==> src/rtl/lcd_pattern_gen.sv <==
// Parallel-RGB LCD timing generator with built-in test patterns (bars, grid, grey ramp, white).
// Define LCD_PATTERN_SCROLL_EN to compile the per-frame horizontal scroll of the pattern.
module lcd_pattern_gen #(
  parameter int H_ACTIVE = 480,
  parameter int H_FP     = 8,
  parameter int H_SYNC   = 4,
  parameter int H_BP     = 43,
  parameter int V_ACTIVE = 272,
  parameter int V_FP     = 8,
  parameter int V_SYNC   = 4,
  parameter int V_BP     = 12,
  parameter int R_W      = 5,
  parameter int G_W      = 6,
  parameter int B_W      = 5,
  parameter int SYNC_POL = 0
) (
  input  logic           clk,
  input  logic           rst,
  input  logic           en,
  input  logic [1:0]     mode,
  output logic           lcd_de,
  output logic           lcd_hsync,
  output logic           lcd_vsync,
  output logic [R_W-1:0] lcd_r,
  output logic [G_W-1:0] lcd_g,
  output logic [B_W-1:0] lcd_b,
  output logic           frame_start
);

  localparam int H_TOTAL = H_ACTIVE + H_FP + H_SYNC + H_BP;
  localparam int V_TOTAL = V_ACTIVE + V_FP + V_SYNC + V_BP;
  localparam int HW      = $clog2(H_TOTAL + 1);
  localparam int VW      = $clog2(V_TOTAL + 1);

  localparam logic [HW-1:0] H_LAST = HW'(H_TOTAL - 1);
  localparam logic [HW-1:0] H_ACT  = HW'(H_ACTIVE);
  localparam logic [HW-1:0] HS_BEG = HW'(H_ACTIVE + H_FP);
  localparam logic [HW-1:0] HS_END = HW'(H_ACTIVE + H_FP + H_SYNC);
  localparam logic [VW-1:0] V_LAST = VW'(V_TOTAL - 1);
  localparam logic [VW-1:0] V_ACT  = VW'(V_ACTIVE);
  localparam logic [VW-1:0] VS_BEG = VW'(V_ACTIVE + V_FP);
  localparam logic [VW-1:0] VS_END = VW'(V_ACTIVE + V_FP + V_SYNC);

  localparam int unsigned HA_U  = H_ACTIVE;
  localparam int unsigned BAR_W = (H_ACTIVE / 8 == 0) ? 1 : H_ACTIVE / 8;
  localparam int unsigned R_MAX = (1 << R_W) - 1;
  localparam int unsigned G_MAX = (1 << G_W) - 1;
  localparam int unsigned B_MAX = (1 << B_W) - 1;
  localparam logic        SYNC_OFF = (SYNC_POL == 0) ? 1'b1 : 1'b0;

  logic [HW-1:0]  h_q, h_d;
  logic [VW-1:0]  v_q, v_d;
  logic [1:0]     mode_q, mode_d;
  logic           de_q, hs_q, vs_q, fs_q;
  logic [R_W-1:0] r_q, r_d;
  logic [G_W-1:0] g_q, g_d;
  logic [B_W-1:0] b_q, b_d;

  logic           at_origin, act, hs_act, vs_act;
  logic [1:0]     mode_eff;
  int unsigned    px, py, bar, r_grad, g_grad, b_grad;

  assign at_origin = (h_q == '0) && (v_q == '0);

  always_comb begin
    h_d    = h_q;
    v_d    = v_q;
    mode_d = mode_q;
    if (en) begin
      if (at_origin) mode_d = mode;
      if (h_q == H_LAST) begin
        h_d = '0;
        v_d = (v_q == V_LAST) ? '0 : v_q + 1'b1;
      end else begin
        h_d = h_q + 1'b1;
      end
    end
  end

`ifdef LCD_PATTERN_SCROLL_EN
  localparam logic [HW-1:0] OFF_LAST = HW'(H_ACTIVE - 1);
  logic [HW-1:0] off_q, off_d;
  int unsigned   x_sum;

  always_comb begin
    off_d = off_q;
    if (en && (h_q == H_LAST) && (v_q == V_LAST))
      off_d = (off_q == OFF_LAST) ? '0 : off_q + 1'b1;
    x_sum = 32'(h_q) + 32'(off_q);
    px    = (x_sum >= HA_U) ? x_sum - HA_U : x_sum;
  end

  always_ff @(posedge clk) begin
    if (rst) off_q <= '0;
    else     off_q <= off_d;
  end
`else
  assign px = 32'(h_q);
`endif

  assign py = 32'(v_q);

  always_comb begin
    // Pixel (0,0) already uses the mode being latched so the whole frame is consistent.
    mode_eff = at_origin ? mode : mode_q;
    act      = (h_q < H_ACT) && (v_q < V_ACT);
    hs_act   = (h_q >= HS_BEG) && (h_q < HS_END);
    vs_act   = (v_q >= VS_BEG) && (v_q < VS_END);
    bar      = px / BAR_W;
    r_grad   = (px << R_W) / HA_U;
    g_grad   = (px << G_W) / HA_U;
    b_grad   = (px << B_W) / HA_U;
    if (r_grad > R_MAX) r_grad = R_MAX;
    if (g_grad > G_MAX) g_grad = G_MAX;
    if (b_grad > B_MAX) b_grad = B_MAX;
    r_d = '0;
    g_d = '0;
    b_d = '0;
    case (mode_eff)
      2'd0: begin
        // Bar index bits map directly to absent channels: bit1 -> no red, bit2 -> no green, bit0 -> no blue.
        if (bar < 32'd8) begin
          r_d = bar[1] ? '0 : '1;
          g_d = bar[2] ? '0 : '1;
          b_d = bar[0] ? '0 : '1;
        end
      end
      2'd1: begin
        if ((px % 32'd16 == 32'd0) || (py % 32'd16 == 32'd0)) begin
          r_d = '1;
          g_d = '1;
          b_d = '1;
        end
      end
      2'd2: begin
        r_d = R_W'(r_grad);
        g_d = G_W'(g_grad);
        b_d = B_W'(b_grad);
      end
      default: begin
        r_d = '1;
        g_d = '1;
        b_d = '1;
      end
    endcase
    if (!(en && act)) begin
      r_d = '0;
      g_d = '0;
      b_d = '0;
    end
  end

  always_ff @(posedge clk) begin
    if (rst) begin
      h_q    <= '0;
      v_q    <= '0;
      mode_q <= 2'd0;
      de_q   <= 1'b0;
      hs_q   <= SYNC_OFF;
      vs_q   <= SYNC_OFF;
      fs_q   <= 1'b0;
      r_q    <= '0;
      g_q    <= '0;
      b_q    <= '0;
    end else begin
      h_q    <= h_d;
      v_q    <= v_d;
      mode_q <= mode_d;
      de_q   <= en && act;
      hs_q   <= (en && hs_act) ? ~SYNC_OFF : SYNC_OFF;
      vs_q   <= (en && vs_act) ? ~SYNC_OFF : SYNC_OFF;
      fs_q   <= en && at_origin;
      r_q    <= r_d;
      g_q    <= g_d;
      b_q    <= b_d;
    end
  end

  assign lcd_de      = de_q;
  assign lcd_hsync   = hs_q;
  assign lcd_vsync   = vs_q;
  assign frame_start = fs_q;
  assign lcd_r       = r_q;
  assign lcd_g       = g_q;
  assign lcd_b       = b_q;

endmodule
==> config.mk <==
export PLATFORM = sky130hd
export DESIGN_NAME = lcd_pattern_gen
export DESIGN_NICKNAME = d
export VERILOG_FILES = /design/src/rtl/lcd_pattern_gen.sv
export SDC_FILE = /design/constraint.sdc
export NUM_CORES = 1
export LEC_CHECK = 0
export CAP_MARGIN = 20
export CORE_AREA = 2 2 81 83
export CTS_CLUSTER_DIAMETER = 40
export DETAILED_ROUTE_END_ITERATION = 8
export DIE_AREA = 0 0 83 85
export PLACE_DENSITY = 0.77
export SYNTH_ARGS = -nofsm -noshare
export SYNTH_HDL_FRONTEND = slang
export SYNTH_SLANG_ARGS = --single-unit
export TNS_END_PERCENT = 5
==> constraint.sdc <==
create_clock -name clk -period 6.6 [get_ports clk]
set_clock_uncertainty 0.2 [all_clocks]
set_input_delay 0.99 -clock clk [delete_from_list [all_inputs] [get_ports clk]]
set_output_delay 0.99 -clock clk [all_outputs]
set_load 0.02 [all_outputs]
==> impl_metrics.ini <==
[run_status]
status = completed

[yosys]
syn-mean-instance-area_um2 = 7.55
synthArstFlopShare_pct = 0
synth_area_leaders = dfxtp_1 (23%), nor2_1 (6.4%), xnor2_1 (4.9%), a21oi_1 (4.8%), nand2_1 (4.7%)
yosysUniqueCellTypes = 80
yosysTopAreaCell = dfxtp_1
synth_top_area_share_pct = 23.0
ys_warn_count = 0
ys_ff_latch = 41
yosysSeqAreaShare_pct = 23.0
synth_ff_type = dfxtp_1
synth_nets = 484
syn-cell-area_um2 = 3570
syn_inst = 472
synth_edf_count = 0

[place]
io_buffers = 24
dp_slack_ps = 918
dpl-instance-area_um2 = 3830
place_congestion = 0.962
dpl.hpwl_mm = 7.42

[power_and_ir_drop]
p_leak_nw = 1.45
p_per_area_nw_per_um2 = 146
ir_drop_mv = 0.148

[worst_setup_path]
crit_slowest_cell = or4b_1
setup.worst_path.start = h_q[1]
critPathMaxFanout = 11
cp-endpoint = lcd_g[0]
critPathTopFamily = compound AO/OA/AOI/OAI gates
start_kind = flop
ff2ff_setup_slack_ps = 820
crit_path_max_incr_delay_ps = 660
crit_cells = 17
worstPathArrival_ps = 5730
r2r-end = lcd_g[0]
r2r_cells = 17
crit_type = flop to flop
crit_buf_inv = 1
cpMostUsedCell = or4b_1
crit_required_ps = 6550
crit_path_cell_trace = inv_1, ha_1, or4b_1, a211o_1, a21oi_2, a2111oi_4, o211a_1, o41ai_4, nand3_2, mux2_4, o311ai_4, o211ai_2, or4b_1, a31oi_1, and2_1, nor4bb_4, a2111oi_2
crit_path_end_kind = flop
r2r-start = h_q[1]

[sta]
rsz0062_at_grt = no
tns_ps = 0
setup_viol = 0
fmax_mhz = 173
timing.final.crit_period_ps = 5780
fin_ws_ps = 821
worst_slew_pin_slew_ps = 928
drv_slew = 0
max_slew_margin_pct = 38.1
hold_viol = 0
min_period_over_period_pct = 87.6

[final_layout]
syn2layout_area_growth_pct = 10.5
drive_gt1_share_pct = 8.09
n_fill_cell = 541
final_util_pct = 63.5
final_area_um2 = 3940
final_nets = 494
diodes = 0

[grt]
grt_max_degree = 29
grt_pass1_wl_mm = 15.8
antenna_found_initial = 0
grt_overflow = 0
track_usage_pct = 27.0
grt_pass1_vias = 3237

[clock_network]
worstSkewPairLatency_ps = 290
cts_setup_buffers = 0
path_clk_slew_ps = 70
cts_num_sinks = 41
holdBufCountCts = 0
cts_tree = yes
cts_max_level = 2
cts_resized = 0
cts_inserted_buffers = 5
root_buffer = clkbuf_8
cts_buffer_depth = 2

[floorplan]
die_h_um = 85
start_util_pct = 57.5
io_pins = 25
placeableCoreArea_um2 = 6200
dieArea_um2 = 7060
die_w_um = 83
placementRows = 29

[routing]
drc = 0
ant_nets = 0
drt-total-wl_mm = 9.58
drt_iter0_drc = 269
dr.pass1.iters = 5
avgRoutedWirePerCell_um = 17.1
via_per_inst = 6.44
vias = 3602

[worst_hold_path]
hp-class = flop to flop

[flow_run]
drv_cap = 0
[stage by stage]
| stage | std cells | power (mW) | hold slack, ps |
|---|---|---|---|
| 2_1_floorplan | 472 | 0.351 | 262 |
| 3_3_place_gp | 552 | 0.388 | 271 |
| 3_5_place_dp | 552 | 0.389 | 276 |
| 4_1_cts | 559 | 0.579 | 286 |
| 5_1_grt | 559 | 0.602 | 302 |
| 6_report | 559 | 0.576 | 286 |
[state kept, by name (all words and copies together) (netlist names)]
register and cells:
v_q 9, frame_start 1, lcd_vsync 1, lcd_hsync 1, lcd_g 6, lcd_de 1
lcd_r 5, h_q 10, lcd_b 5, mode_q 2
[worst min path at each step]
| stage | startpoint | end | cells after the start | slack [ps] |
|---|---|---|---|---|
| after global routing | mode_q[0] | mode_q[0] | 2 | 300 |
| final | mode_q[0] | mode_q[0] | 2 | 290 |
| after global placement | mode_q[0] | mode_q[0] | 2 | 270 |
| after CTS | mode_q[0] | mode_q[0] | 2 | 290 |
| after floorplan | mode_q[0] | mode_q[0] | 2 | 260 |
| after detailed placement | mode_q[0] | mode_q[0] | 2 | 280 |
[report_power, final]
group / leakage, nW / switching [mW] / internal (mW) / total [mW]
combinational: 1.06 / 0.0745 / 0.0453 / 0.120
sequential: 0.335 / 0.00616 / 0.259 / 0.265
clock: 0.0540 / 0.0813 / 0.110 / 0.191
total: 1.45 / 0.162 / 0.414 / 0.576
[Yosys cell counts (all sizes together) (3+ instances only)]
cell type  number
a21o            4
and2            5
o22a            3
nand3          17
nand2b          7
o21a            3
buf            10
nor2b           5
o211a           3
and3            5
nor4            4
a21boi          3
o211ai          5
or3             4
nor4b           5
nor3           11
a2111oi         3
nor2           61
xor2           13
xnor2          21
ha              7
nand4           9
clkbuf         16
or2             4
or4b            3
dfxtp          41
mux2            4
mux2i           8
o21ai          28
nand2          45
a211oi         13
inv            18
a221oi          3
a21oi          35
a31oi           7
maj3            3
o311ai          3
o2111ai         3
o22ai           5
[cell type report]
class,instances,area [um^2],share of cell area [%]
inverter,18,67.6,1.72
clock inverter,2,35.0,0.889
sequential,41,821,20.8
tap,77,96.3,2.45
timing repair buffer,29,278,7.05
clock buffer,5,68.8,1.75
multi-input combinational,387,2570,65.3
[layout by cell type, fill, tap and decap left out, drive strengths merged, types with 5 or more instances in the layout]
| cell type | count |
|---|---|
| nor2b | 5 |
| a31oi | 7 |
| nor2 | 61 |
| nand4 | 9 |
| xor2 | 13 |
| xnor2 | 21 |
| nor4b | 5 |
| ha | 7 |
| mux2i | 8 |
| inv | 18 |
| o211ai | 5 |
| clkbuf | 5 |
| and3 | 5 |
| dfxtp | 41 |
| buf | 5 |
| nor3 | 11 |
| nand2 | 45 |
| nand3 | 17 |
| and2 | 5 |
| clkdlybuf4s50 | 24 |
| nand2b | 7 |
| a211oi | 13 |
| o21ai | 28 |
| a21oi | 35 |
| o22ai | 5 |
[cells by family after synthesis]
group	Yosys count	share of synthesized area [%]
AOI/OAI and AO/OA	140	28.9
xor gates and xnor gates	34	8.56
adders and majority gates	10	3.30
buffers and inverters	44	4.84
DFF	41	23.0
muxes	12	3.72
and+or+nand+nor	191	27.6
[layer usage]
| layer | track usage [%] | share of wire (%) | wire, um | vias to the layer above |
|---|---|---|---|---|
| li1 | - | - | - | 1743 |
| met5 | 0 | 0 | 0 | - |
| met1 | 36.8 | 44 | 4260 | 1673 |
| met3 | 2.53 | 6.5 | 624 | 16 |
| met4 | 9.09 | 1.7 | 161 | 0 |
| met2 | 45.2 | 47 | 4540 | 170 |
[worst reg2reg max path, cell delays in order, from the launching register on]
cell and delay [ps]:
dfxtp_1 550, inv_1 150, ha_1 300, or4b_1 660
a211o_1 330, a21oi_2 260, a2111oi_4 100, o211a_1 270
o41ai_4 450, nand3_2 320, mux2_4 420, o311ai_4 330
o211ai_2 180, or4b_1 490, a31oi_1 180, and2_1 170
nor4bb_4 210, a2111oi_2 80
Note: power is estimated with default switching activity, not from simulation.
